**src/rtl/cpu_datapath.sv**
```systemverilog
// 8-bit CPU datapath: register file R0-R3, PC, IR, address register, ALU operand Y
// and zero/overflow flags, connected by two internal buses and driving a single-port
// memory. All control comes cycle-by-cycle from the controller FSM.
// Optional build macro DP_SIGNED_OVF_EN: ADD/SUB overflow uses the two's-complement
// signed rule instead of unsigned carry/borrow.
module cpu_datapath #(
  parameter int unsigned       WIDTH  = 8,
  parameter logic [WIDTH-1:0]  PC_RST = '0
) (
  input  logic             clk,
  input  logic             rst,
  input  logic             load_r0,
  input  logic             load_r1,
  input  logic             load_r2,
  input  logic             load_r3,
  input  logic             load_pc,
  input  logic             inc_pc,
  input  logic             load_ir,
  input  logic             load_a_reg,
  input  logic             load_reg_y,
  input  logic             load_reg_z,
  input  logic             write,
  input  logic [2:0]       s_b_mux1,
  input  logic [1:0]       s_b_mux2,
  input  logic [WIDTH-1:0] mem_rdata,
  output logic [WIDTH-1:0] mem_addr,
  output logic [WIDTH-1:0] mem_wdata,
  output logic             mem_we,
  output logic [WIDTH-1:0] instruction,
  output logic             zero,
  output logic             over
);

  localparam logic [3:0] OpAdd = 4'h0;
  localparam logic [3:0] OpSub = 4'h1;
  localparam logic [3:0] OpAnd = 4'h2;
  localparam logic [3:0] OpNot = 4'h3;
  localparam logic [3:0] OpOr  = 4'h4;
  localparam logic [3:0] OpMul = 4'h5;

  localparam logic [WIDTH-1:0] One = {{(WIDTH-1){1'b0}}, 1'b1};

  logic [WIDTH-1:0] r0_q, r1_q, r2_q, r3_q;
  logic [WIDTH-1:0] pc_q, pc_d;
  logic [WIDTH-1:0] ir_q, ar_q, y_q;
  logic             zero_q, over_q;

  logic [WIDTH-1:0]   bus1, bus2;
  logic [WIDTH-1:0]   alu_res;
  logic               alu_over;
  logic               alu_zero;
  logic [3:0]         opcode;
  logic [2*WIDTH-1:0] mul_full;

  assign opcode   = ir_q[7:4];
  assign mul_full = {{WIDTH{1'b0}}, y_q} * {{WIDTH{1'b0}}, bus1};

`ifndef DP_SIGNED_OVF_EN
  logic [WIDTH:0] add_full;
  assign add_full = {1'b0, y_q} + {1'b0, bus1};
`endif

  // Bus1 source select: general registers or PC, unused codes read as zero.
  always_comb begin
    bus1 = '0;
    case (s_b_mux1)
      3'b000:  bus1 = r0_q;
      3'b001:  bus1 = r1_q;
      3'b010:  bus1 = r2_q;
      3'b011:  bus1 = r3_q;
      3'b100:  bus1 = pc_q;
      default: bus1 = '0;
    endcase
  end

  // Bus2 source select: ALU, bus1 pass-through, memory, or zero.
  always_comb begin
    bus2 = '0;
    case (s_b_mux2)
      2'b00:   bus2 = alu_res;
      2'b01:   bus2 = bus1;
      2'b10:   bus2 = mem_rdata;
      default: bus2 = '0;
    endcase
  end

  // ALU: A = Y, B = bus1, operation decoded from IR[7:4].
  always_comb begin
    alu_res  = '0;
    alu_over = 1'b0;
    case (opcode)
      OpAdd: begin
`ifdef DP_SIGNED_OVF_EN
        alu_res  = y_q + bus1;
        alu_over = (y_q[WIDTH-1] == bus1[WIDTH-1]) && (alu_res[WIDTH-1] != y_q[WIDTH-1]);
`else
        alu_res  = add_full[WIDTH-1:0];
        alu_over = add_full[WIDTH];
`endif
      end
      OpSub: begin
        alu_res  = y_q - bus1;
`ifdef DP_SIGNED_OVF_EN
        alu_over = (y_q[WIDTH-1] != bus1[WIDTH-1]) && (alu_res[WIDTH-1] != y_q[WIDTH-1]);
`else
        alu_over = (y_q < bus1);
`endif
      end
      OpAnd: alu_res = y_q & bus1;
      OpNot: alu_res = ~y_q;
      OpOr:  alu_res = y_q | bus1;
      OpMul: begin
        alu_res  = mul_full[WIDTH-1:0];
        alu_over = |mul_full[2*WIDTH-1:WIDTH];
      end
      default: begin
        alu_res  = '0;
        alu_over = 1'b0;
      end
    endcase
  end

  assign alu_zero = (alu_res == '0);

  // PC next state: load beats increment; increment wraps naturally.
  always_comb begin
    pc_d = pc_q;
    if (load_pc) begin
      pc_d = bus2;
    end else if (inc_pc) begin
      pc_d = pc_q + One;
    end
  end

  // General-purpose registers capture bus2 when enabled.
  always_ff @(posedge clk or posedge rst) begin
    if (rst) begin
      r0_q <= '0;
      r1_q <= '0;
      r2_q <= '0;
      r3_q <= '0;
    end else begin
      if (load_r0) r0_q <= bus2;
      if (load_r1) r1_q <= bus2;
      if (load_r2) r2_q <= bus2;
      if (load_r3) r3_q <= bus2;
    end
  end

  // Control registers: PC, IR, address register and ALU operand Y.
  always_ff @(posedge clk or posedge rst) begin
    if (rst) begin
      pc_q <= PC_RST;
      ir_q <= '0;
      ar_q <= '0;
      y_q  <= '0;
    end else begin
      pc_q <= pc_d;
      if (load_ir)    ir_q <= bus2;
      if (load_a_reg) ar_q <= bus2;
      if (load_reg_y) y_q  <= bus2;
    end
  end

  // Flags update together, only on explicit request.
  always_ff @(posedge clk or posedge rst) begin
    if (rst) begin
      zero_q <= 1'b0;
      over_q <= 1'b0;
    end else if (load_reg_z) begin
      zero_q <= alu_zero;
      over_q <= alu_over;
    end
  end

  assign mem_addr    = ar_q;
  assign mem_wdata   = bus1;
  assign mem_we      = write;
  assign instruction = ir_q;
  assign zero        = zero_q;
  assign over        = over_q;

endmodule

```
**config.mk**
```make
export PLATFORM = sky130hd
export DESIGN_NAME = cpu_datapath
export DESIGN_NICKNAME = d
export VERILOG_FILES = /design/src/rtl/cpu_datapath.sv
export SDC_FILE = /design/constraint.sdc
export NUM_CORES = 1
export LEC_CHECK = 0
export BUFFER_PORTS_ARGS = -buffer_cell sky130_fd_sc_hd__buf_4
export CORE_MARGIN = 5
export CORE_UTILIZATION = 41
export CTS_CLUSTER_DIAMETER = 120
export DETAILED_ROUTE_END_ITERATION = 12
export HOLD_SLACK_MARGIN = 0.1
export PLACE_DENSITY = 0.69
export SLEW_MARGIN = 20
export SYNTH_ARGS = -nofsm -noshare
export SYNTH_HDL_FRONTEND = slang
export SYNTH_SLANG_ARGS = --single-unit
```
**constraint.sdc**
```tcl
create_clock -name clk -period 6.7 [get_ports clk]
set_clock_uncertainty 0.1 [all_clocks]
set_input_delay 1.675 -clock clk [delete_from_list [all_inputs] [get_ports clk]]
set_output_delay 1.675 -clock clk [all_outputs]
set_load 0.05 [all_outputs]
```
==> metrics <==
synthesized area=6223 sq um; Int Pwr=1310 uW; #FFs+latches synth=66; vias in the first global route=5579; metal2 WL=8.754 mm; clk slew on worst S/H paths=0.05 ns; fin crit period=6.448 ns; P&R area growth vs syn=23.38%; ant diodes=0; pin count of the biggest net entering global routing=67; Pre-Repair DR Iteration Count=5; die area=17740 sq um; layout cells sized above 1=0.2135; YS warnings=0; CP most frequent cell=fa_1; number of flops mapped to enable cells by yosys=0; synthesized netlist cell count=723; Tcrit/Tclk final=0.9623; dpl hpwl=13.91 mm; GRT overflow=0; status=finished clean; register area share after synthesis=0.2654; max-cap violations=0; CTS tree=yes; Worst path slowest cell=fa_1; Ports=53; # H-tree levels=3; Worst Path Buf+Inv=5; Switching Fraction=0.4294; DRT antenna net count=0; Overall Power=2296 uW; routability cong.=0.9075; multi-input combinational cell area=4393 sq um; final hold violations=0; Synth cell types=61; worst skew pair latency=0.33 ns; Yosys top cell by area=dfrtp_1; Setup Viol. Count Final=0; Wirelength per Cell=17.52 um; Clk pwr share=0.199; Vias=5496; type of origin of the critical path=input port; drc violations=0; top routing layer used=met4; Synth area leaders=dfrtp_1, ha_1, fa_1; IO Port Bufs=50; number of buffers created by CTS=9; clock buffer depth=2; WL met3=905 um; Net Sw Power=986.0 uW; Die Wd=133.2 um; worst vdd ir=0.0002459 V; first-pass GRT wire length=28.91 mm; f_max=155.1 MHz; most common cell in the netlist=nor2_1; Power Dens Cells=299.0 nW/um^2; crit-path leading delay family=adder cells; final slew viol count=0; slew margin rel.=0.3320; metal1 wirelength=7.552 mm; vias per cell=5.480; Sequential Power Share=0.235; Total GRT Usage=0.2007; CP Data Required Time=6.82 ns; CP endpoint kind=flip-flop; CTS Hold Buffers Added=0; ys flop type=dfrtp_1; initial core utilization=0.4140; Worst Path Max Fanout=8; Arr. time, crit path=6.57 ns; die height=133.2 um; Slew @ Worst Pin=1.002 ns; Syn Nets=848; DRT Wirelength=17.58 mm; Fillers=1396; core footprint=15030 sq um; Design Area, Final=7679 sq um; Synth async-reset ratio=1.000; Layout Nets=935; Setup CP Type=input port to flip-flop; Initial DRC Count=362; Synth top area share=0.2654; combinational fraction of design power=0.567; critical path cell sequence=buf_4, buf_4, mux4_2, nor2b_4, a31oi_4, buf_4, nor2_1, fa_1, inv_1, fa_1, fa_1, fa_1, inv_1, ha_1, o21ai_0, a31oi_1, or3_1, a211oi_2, nand4b_1, o21a_1; Post-Syn Area per Cell=8.608 sq um; Finished Core Util=0.5108; dpl cell area=7366 sq um; initial antenna violation count=0; DP Cell Count=987; Hold WS=0.4163 ns; row cnt=45; final std cells w/o fill=1003; Clock Sinks=66; Lkg Pwr=0.003635 uW; register area=1652 sq um; clock root buffer master=clkbuf_16; CP peak stage delay=0.54 ns; top post-synthesis cells by count=nor2_1, a21oi_1, inv_1, dfrtp_1, ha_1; HP Class=flip-flop to flip-flop
==> sequential cells by signal (all words and copies together), names as in the netlist, 8 cells and up <==
| signal | flops |
|---|---|
| instruction | 8 |
| pc_q | 8 |
| r2_q | 8 |
| r0_q | 8 |
| r3_q | 8 |
| y_q | 8 |
| mem_addr | 8 |
| r1_q | 8 |
==> repair_timing <==
action                     4_1_cts  5_1_grt
setup endpoints to repair        0       10
resized for setup                0        6
buffers inserted                 0        0
==> power by group through the flow <==
| stage | Combinational [uW] | Sequential [uW] | Clock [uW] |
|---|---|---|---|
| floorplan | 858 | 575 | 0 |
| global placement | 1250 | 543 | 0 |
| detailed placement | 1260 | 543 | 0 |
| CTS | 1270 | 538 | 466 |
| global route | 1450 | 549 | 486 |
| finish | 1300 | 539 | 457 |
==> layer usage <==
layer / vias up / global-route usage
li1: 2651 / -
met1: 2642 / 0.2634
met2: 175 / 0.3420
met3: 28 / 0.02870
met4: 0 / 0.06571
met5: - / 0
==> layout make-up <==
| type | count | share of cell area |
|---|---|---|
| Tap cell | 188 | 0.03063 |
| Multi-Input combinational cell | 546 | 0.5721 |
| Timing Repair Buffer | 107 | 0.1046 |
| Clock inverter | 5 | 0.007170 |
| Clock buffer | 11 | 0.03031 |
| Sequential cell | 66 | 0.2151 |
| Inverter | 80 | 0.04008 |
==> final timing paths <==
| path | depth (start not counted) | slack [ns] | endpoint | from |
|---|---|---|---|---|
| setup / recovery | 20 | 0.25 | over | s_b_mux1[1] |
| hold / removal | 1 | 0.42 | r3_q[7] | r3_q[7] |
| setup reg to reg | 18 | 1.39 | over | r1_q[5] |
| hold reg to reg | 1 | 0.42 | r3_q[7] | r3_q[7] |
| max in group asynchronous | 3 | 4.44 | mem_addr[6] | rst |
| min in group asynchronous | 3 | 1.49 | r0_q[2] | rst |
==> cells in the final DEF, fill, tap and decap left out, types with 5 or more instances in the layout <==
| cell type | synthesis | layout |
|---|---|---|
| clkbuf_16 | 0 | 9 |
| xor2_1 | 7 | 7 |
| nor2b_1 | 9 | 7 |
| a21oi_1 | 83 | 81 |
| ha_4 | 0 | 5 |
| inv_2 | 0 | 5 |
| a21o_1 | 7 | 7 |
| buf_4 | 1 | 107 |
| a2bb2oi_1 | 6 | 6 |
| o211ai_1 | 6 | 6 |
| o22ai_4 | 0 | 6 |
| a31oi_1 | 7 | 7 |
| mux2i_1 | 18 | 18 |
| nand3_1 | 7 | 7 |
| dfrtp_1 | 66 | 66 |
| nand2b_1 | 6 | 6 |
| a211o_1 | 5 | 5 |
| mux2_4 | 0 | 8 |
| nor3_1 | 8 | 8 |
| xnor2_1 | 12 | 12 |
| o21ai_0 | 16 | 16 |
| inv_1 | 77 | 71 |
| ha_1 | 61 | 55 |
| nor2_1 | 116 | 113 |
| fa_1 | 38 | 36 |
| nand2_1 | 41 | 41 |
==> through the flow <==
stage / worst slack, ns / TNS, ns
2_1_floorplan: -0.01824 / -0.1459
3_3_place_gp: -0.1659 / -0.1659
3_5_place_dp: -0.1629 / -0.8207
4_1_cts: 0.1581 / 0
5_1_grt: -0.02005 / -0.02005
6_report: 0.2525 / 0
==> logic make-up after synthesis <==
group,share of synthesized area
AOI/OAI and AO/OA,0.1884
muxes,0.04885
xor gates and xnor gates,0.02674
adders and majority gates,0.2449
buffers and inverters,0.06876
DFF,0.2654
and+or+nand+nor,0.1570
No activity file was read; power rests on OpenSTA's default activity.
